**config.mk**
```make
export PLATFORM = sky130hd
export DESIGN_NAME = fetch_queue_ifetch
export DESIGN_NICKNAME = d
export VERILOG_FILES = /design/src/rtl/fetch_queue_ifetch.sv
export SDC_FILE = /design/constraint.sdc
export NUM_CORES = 1
export LEC_CHECK = 0
export BUFFER_PORTS_ARGS = -buffer_cell sky130_fd_sc_hd__buf_2
export CORE_MARGIN = 2
export CORE_UTILIZATION = 60
export CTS_BUF_LIST = sky130_fd_sc_hd__clkbuf_4
export CTS_CLUSTER_SIZE = 10
export DETAILED_ROUTE_END_ITERATION = 12
export PLACE_DENSITY_LB_ADDON = 0.25
export SYNTH_ARGS = -nofsm -noshare
export SYNTH_HDL_FRONTEND = slang
export SYNTH_SLANG_ARGS = --single-unit
```
**constraint.sdc**
```tcl
create_clock -name clock -period 12.8 [get_ports clock]
set_input_delay 3.2 -clock clock [delete_from_list [all_inputs] [get_ports clock]]
set_output_delay 3.2 -clock clock [all_outputs]
set_load 0.01 [all_outputs]
```
**src/rtl/fetch_queue_ifetch.sv**
```systemverilog
// fetch_queue_ifetch: instruction fetch stage with a decoupling fetch queue.
// Issues one 64-bit line request at a time, splits each returned line into
// up to two instructions and buffers them for decode. Redirects from the ROB
// take priority over the branch predictor. A response that is still in flight
// when a redirect arrives is squashed.
// Optional feature macro: FETCH_PERF_EN builds the three performance counters.
// Without it, the perf ports are tied to zero.
package fetch_queue_pkg;
  localparam int XLEN = 32;
  localparam logic [31:0] NOP = 32'h0000_0013;

  typedef struct packed {
    logic [31:0]     inst;
    logic [XLEN-1:0] pc;
    logic [XLEN-1:0] npc;
    logic            valid;
  } if_id_packet_t;
endpackage

module fetch_queue_ifetch
  import fetch_queue_pkg::*;
#(
  parameter int              FETCH_WIDTH = 2,
  parameter int              FQ_DEPTH    = 8,
  parameter logic [XLEN-1:0] RESET_PC    = '0
) (
  input  logic                               clock,
  input  logic                               reset,
  input  logic                               rob_target_valid,
  input  logic [XLEN-1:0]                    rob_target_pc,
  input  logic                               branch_predictor_valid,
  input  logic [XLEN-1:0]                    branch_predictor_pc,
  output logic                               proc2Icache_req,
  output logic [XLEN-1:0]                    proc2Icache_addr,
  input  logic [63:0]                        Icache2proc_data,
  input  logic                               Icache2proc_data_valid,
  input  logic [$clog2(FETCH_WIDTH+1)-1:0]   deq_count,
  output if_id_packet_t                      if_packet [FETCH_WIDTH],
  output logic [$clog2(FQ_DEPTH+1)-1:0]      fq_count,
  output logic [31:0]                        perf_fetched,
  output logic [31:0]                        perf_redirects,
  output logic [31:0]                        perf_full_stalls
);

  localparam int PTR_W = $clog2(FQ_DEPTH);
  localparam int CNT_W = $clog2(FQ_DEPTH+1);

  typedef enum logic {IDLE, WAIT} state_t;

  state_t            state_q, state_d;
  logic              squash_q, squash_d;
  logic [XLEN-1:0]   fetch_pc_q, fetch_pc_d;
  logic [PTR_W-1:0]  head_q, tail_q, tail_next;
  logic [CNT_W-1:0]  count_q, free_slots, deq_eff, n_enq;
  logic              redirect, enq;
  logic [XLEN-1:0]   line_base, next_line;

  logic [31:0]       inst_mem [FQ_DEPTH];
  logic [XLEN-1:0]   pc_mem   [FQ_DEPTH];

  assign redirect         = rob_target_valid | branch_predictor_valid;
  assign line_base        = {fetch_pc_q[XLEN-1:3], 3'b000};
  assign next_line        = {fetch_pc_q[XLEN-1:3] + (XLEN-3)'(1), 3'b000};
  assign proc2Icache_addr = line_base;
  assign free_slots       = CNT_W'(FQ_DEPTH) - count_q;
  assign tail_next        = tail_q + PTR_W'(1);
  assign fq_count         = count_q;
  // Decode must never take more than the queue holds; clamp so it cannot underflow.
  assign deq_eff          = (CNT_W'(deq_count) > count_q) ? count_q : CNT_W'(deq_count);
  assign n_enq            = !enq ? '0 : (fetch_pc_q[2] ? CNT_W'(1) : CNT_W'(2));

  // Fetch FSM next state: redirect target selection, request, response handling.
  always_comb begin
    // NOTE: every output of this block gets a default first, so no path leaves one unassigned and no latch is inferred.
    state_d         = state_q;
    squash_d        = squash_q;
    fetch_pc_d      = fetch_pc_q;
    proc2Icache_req = 1'b0;
    enq             = 1'b0;
    if (rob_target_valid)            fetch_pc_d = rob_target_pc;
    else if (branch_predictor_valid) fetch_pc_d = branch_predictor_pc;
    case (state_q)
      IDLE: begin
        // A redirect holds off the request so the new target line goes out next cycle.
        if (!redirect && free_slots >= CNT_W'(2)) begin
          proc2Icache_req = 1'b1;
          state_d         = WAIT;
        end
      end
      WAIT: begin
        if (Icache2proc_data_valid) begin
          state_d  = IDLE;
          squash_d = 1'b0;
          if (!squash_q && !redirect) begin
            enq        = 1'b1;
            fetch_pc_d = next_line;
          end
        end else if (redirect) begin
          squash_d = 1'b1;
        end
      end
      default: state_d = IDLE;
    endcase
    if (reset) begin
      state_d         = IDLE;
      squash_d        = 1'b0;
      fetch_pc_d      = RESET_PC;
      proc2Icache_req = 1'b0;
      enq             = 1'b0;
    end
  end

  // FSM state register.
  always_ff @(posedge clock) begin
    // NOTE: sequential state uses non-blocking assignments so every register samples pre-edge values.
    state_q    <= state_d;
    squash_q   <= squash_d;
    fetch_pc_q <= fetch_pc_d;
  end

  // Queue pointers and occupancy; a ROB flush overrides same-cycle enqueue and dequeue.
  always_ff @(posedge clock) begin
    if (reset || rob_target_valid) begin
      head_q  <= '0;
      tail_q  <= '0;
      count_q <= '0;
    end else begin
      head_q  <= head_q + PTR_W'(deq_eff);
      tail_q  <= tail_q + PTR_W'(n_enq);
      count_q <= count_q + n_enq - deq_eff;
    end
  end

  // Queue storage writes, in PC order.
  always_ff @(posedge clock) begin
    // NOTE: the storage array has no reset; entries are only read when count_q marks them valid.
    if (enq) begin
      if (fetch_pc_q[2]) begin
        inst_mem[tail_q] <= Icache2proc_data[63:32];
        pc_mem[tail_q]   <= fetch_pc_q;
      end else begin
        inst_mem[tail_q]    <= Icache2proc_data[31:0];
        pc_mem[tail_q]      <= fetch_pc_q;
        inst_mem[tail_next] <= Icache2proc_data[63:32];
        pc_mem[tail_next]   <= {fetch_pc_q[XLEN-1:3], 3'b100};
      end
    end
  end

  // Decode view: oldest entries first; empty slots show a NOP at PC 0.
  always_comb begin
    for (int i = 0; i < FETCH_WIDTH; i++) begin
      if (!reset && CNT_W'(i) < count_q) begin
        if_packet[i] = '{inst:  inst_mem[head_q + PTR_W'(i)],
                         pc:    pc_mem[head_q + PTR_W'(i)],
                         npc:   pc_mem[head_q + PTR_W'(i)] + XLEN'(4),
                         valid: 1'b1};
      end else begin
        if_packet[i] = '{inst: NOP, pc: '0, npc: '0, valid: 1'b0};
      end
    end
  end

  // Flag decode over-consuming in simulation; the hardware clamps regardless.
  deq_not_above_count: assert property (@(posedge clock) disable iff (reset)
    (CNT_W'(deq_count) <= count_q));

`ifdef FETCH_PERF_EN
  logic stall;
  assign stall = (state_q == IDLE) && (free_slots < CNT_W'(2));

  // Saturating performance counters.
  always_ff @(posedge clock) begin
    if (reset) begin
      perf_fetched     <= '0;
      perf_redirects   <= '0;
      perf_full_stalls <= '0;
    end else begin
      if (enq)
        perf_fetched <= (perf_fetched > 32'hFFFF_FFFF - 32'(n_enq)) ? 32'hFFFF_FFFF
                                                                     : perf_fetched + 32'(n_enq);
      if (redirect && perf_redirects != 32'hFFFF_FFFF)
        perf_redirects <= perf_redirects + 32'd1;
      if (stall && perf_full_stalls != 32'hFFFF_FFFF)
        perf_full_stalls <= perf_full_stalls + 32'd1;
    end
  end
`else
  assign perf_fetched     = '0;
  assign perf_redirects   = '0;
  assign perf_full_stalls = '0;
`endif

endmodule

```
==> key figures <==
Clock tree
  – Post-cts sizing count: 0
  – CTS buffer count: around 140
  – Postcts setup bufs: 0
  – # hold bufs at CTS: 0
  – Clock latency on the worst-skew pair: roughly 890 ps
  – Clock transition at path regs: approximately 60 ps
  – H-tree levels: 4
  – Maximum clock path buffer count: 3
  – Sink count of the clock tree: about 560
  – CTS Root Cell: clkbuf_4
  – CTS tree: yes

Global routing
  – Total gr overflow: 0
  – First-pass GRT wire length: around 150 mm
  – GRT Total Usage: between 30% and 40%
  – Largest net degree at the start of global routing: 70
  – Vias in the first global route: ~25000
  – Initial antenna violation count: 8

Route
  – Drt first pass iters: 6
  – Met1 WL: about 35 mm
  – DR WL/cell: 23.9 um
  – WL final: 97.1 mm
  – Max layer used: met5
  – Metal2 WL: 47.3 mm
  – Starting DRT DRC Count: 2738
  – ANT nets after route: 0
  – DRC errors left: 0
  – Avg Vias per Cell: around 6.3
  – DR WL met3: approximately 11 mm
  – Vias: between 20000 and 30000

Logic synthesis
  – Post-synth EDFFs: around 500
  – Ys async rst share: 0%
  – #FFs+latches synth: about 560
  – Seq/Total Area, Yosys: approximately 47%
  – Mapped cell area: 0.0340 mm^2
  – Synth cell count leaders: edfxtp_1, nor2_1, a21oi_1, mux4_2, mux2i_1
  – Dominant cells by area after synthesis: edfxtp_1, mux4_2, mux2i_1
  – Ys flop type: edfxtp_1
  – Cell taking the most area after synthesis: edfxtp_1
  – Yosys cell types: slightly below 70
  – Synth warn: 0
  – Mapped Avg Cell Area: between 10 and 15 um^2
  – Count leader, synth: edfxtp_1
  – Gate Count Post-Synth: about 3000
  – Post-synth top area share: 43.0%

Layout
  – Share of cells above drive strength 1: 28.0%
  – Fill count: 4192
  – Post-route cell area: ~0.037 mm^2
  – # nets final: about 3400
  – Core Util, Final: between 60% and 70%
  – Area growth from synthesis to layout: 8.93%

Pwr
  – Design Power: approximately 0.0051 W
  – Worst VDD drop: roughly 0.000088 V
  – PwrDens: 137 mW/mm^2
  – Leakage: between 10 and 15 nW

Status
  – Status: complete, no violations

Placement
  – DP HPWL: ~60 mm
  – Placed standard-cell area: 0.0353 mm^2
  – IO Port Bufs: 362
  – GPL Wtd Cong: between 0.8 and 0.9

Timing
  – Post-route setup TNS: 0 ps
  – Worst slew margin: 29.2%
  – Skew final: between 40 and 50 ps
  – Fin crit share: a little under three quarters
  – Final Hold Violating Endpoints: 0
  – Worst-margin pin slew: between 1000 and 1500 ps
  – Final setup violation count: 0
  – Final Slew Violations: 0
  – Max Clk Rate: approximately 110 MHz
  – Clock period minus worst slack: 9160 ps
  – RSZ-0062 raised after global routing: false
  – Hold_ws: 484 ps

Floorplanning
  – Die Wd: 242 um
  – Initial Util: between 60% and 70%
  – Die Height: approximately 240 um
  – Die Area: between 0.05 and 0.06 mm^2
  – Row count: just under 90
  – Core Box Area: 0.0563 mm^2
  – Io pins: ~460

Min path
  – Worst hold path class: reg -> reg

Worst setup path
  – Required @ worst endpoint: about 9600 ps
  – Crit path DAT: between 5000 and 6000 ps
  – Critical path class: reg -> out
  – CP Max Fanout: around 50
  – Crit start category: register
  – CP endpoint kind: output pin

Run
  – Max cap viols: 0
per-layer routing:
| metal | GRT usage [%] | vias up |
|---|---|---|
| met2 | 54.0 | 1624 |
| met1 | 42.3 | 12443 |
| met5 | 0 | - |
| met3 | 6.67 | 260 |
| li1 | - | 11127 |
| met4 | 15.7 | 2 |
area by class of cell:
class                           instances  area, um^2  share of cell area [%]
Timing Repair Buffer                  406        2140                    5.78
Multi-Input combinational cell       2064       16100                    43.3
Inverter                               29         110                   0.297
Clock buffer                          209        1570                    4.23
Sequential cell                       556       16000                    43.2
Tap cell                              756         946                    2.55
Clock inverter                         44         196                   0.530
Antenna cell                            8        20.0                  0.0540
path summary, 6_finish.rpt:
kind	slack [ps]	from	cells after the start	to
worst max-delay path	3640	head_q[0]	10	if_packet[23]
worst max register to register	7920	state_q	9	inst_mem[1][31]
worst min register to register	480	pc_mem[0][1]	2	pc_mem[0][1]
worst min-delay path	480	pc_mem[0][1]	2	pc_mem[0][1]
logic make-up (layout without fill, tap and decap cells):
logic type	after synthesis	count (layout)	synth area share, %
AO/OA/AOI/OAI	398	398	6.37
XOR/XNOR	77	77	2.06
adder cells (fa/ha/maj)	21	21	0.838
buffers and inverters	435	688	7.09
flip-flops	556	556	47.0
multiplexers	458	458	22.3
other	1	107	0.0110
AND/OR/NAND/NOR	1011	1011	14.3
stage by stage:
stage	setup WS (ps)	instances
after floorplan	5220	3055
after global placement	4270	3811
after detailed placement	4220	3811
after CTS	3580	4064
after global routing	3260	4070
final	3640	4072
power by group:
part	internal (W)	switching, W	leakage [nW]	total [W]
combinational	0.000643	0.000889	7.32	0.00153
clock	0.000769	0.000734	1.07	0.00150
sequential	0.00198	0.0000703	4.72	0.00205
total	0.00339	0.00169	13.1	0.00508
cells in the final DEF, fill, tap and decap left out, drive strengths merged, types with 3 or more instances in the layout:
cell / instances
xor2: 45
nand4: 10
o21ai: 11
diode: 8
inv: 33
nand2b: 9
and4: 4
nor3: 22
clkbuf: 209
a21oi: 322
nor2b: 201
o22ai: 11
or2: 6
nor2: 479
nor4: 19
xnor2: 32
mux4: 240
clkinv: 39
ha: 18
buf: 406
fa: 3
dfxtp: 68
a21o: 5
nand3: 44
mux2i: 216
and2: 46
a211oi: 35
and3: 13
or3: 4
conb: 99
edfxtp: 488
o31ai: 3
a311oi: 3
nand2: 142
a211o: 3
worst max-delay path: stages (launching register included):
cell and delay [ps]:
dfxtp_4 940, ha_4 890, buf_4 780, mux2i_1 170, mux4_2 570, a211oi_2 450
nand2_2 380, nor4_2 340, xor2_1 120, nor2_1 200, buf_2 180
state kept, by name, indices dropped and copies added (netlist names):
| name | flops |
|---|---|
| pc_mem | 256 |
| head_q | 3 |
| inst_mem | 256 |
| fetch_pc_q | 32 |
| fq_count | 4 |
| state_q | 1 |
| tail_q | 3 |
| squash_q | 1 |
Power figures use the tool's default switching activity.
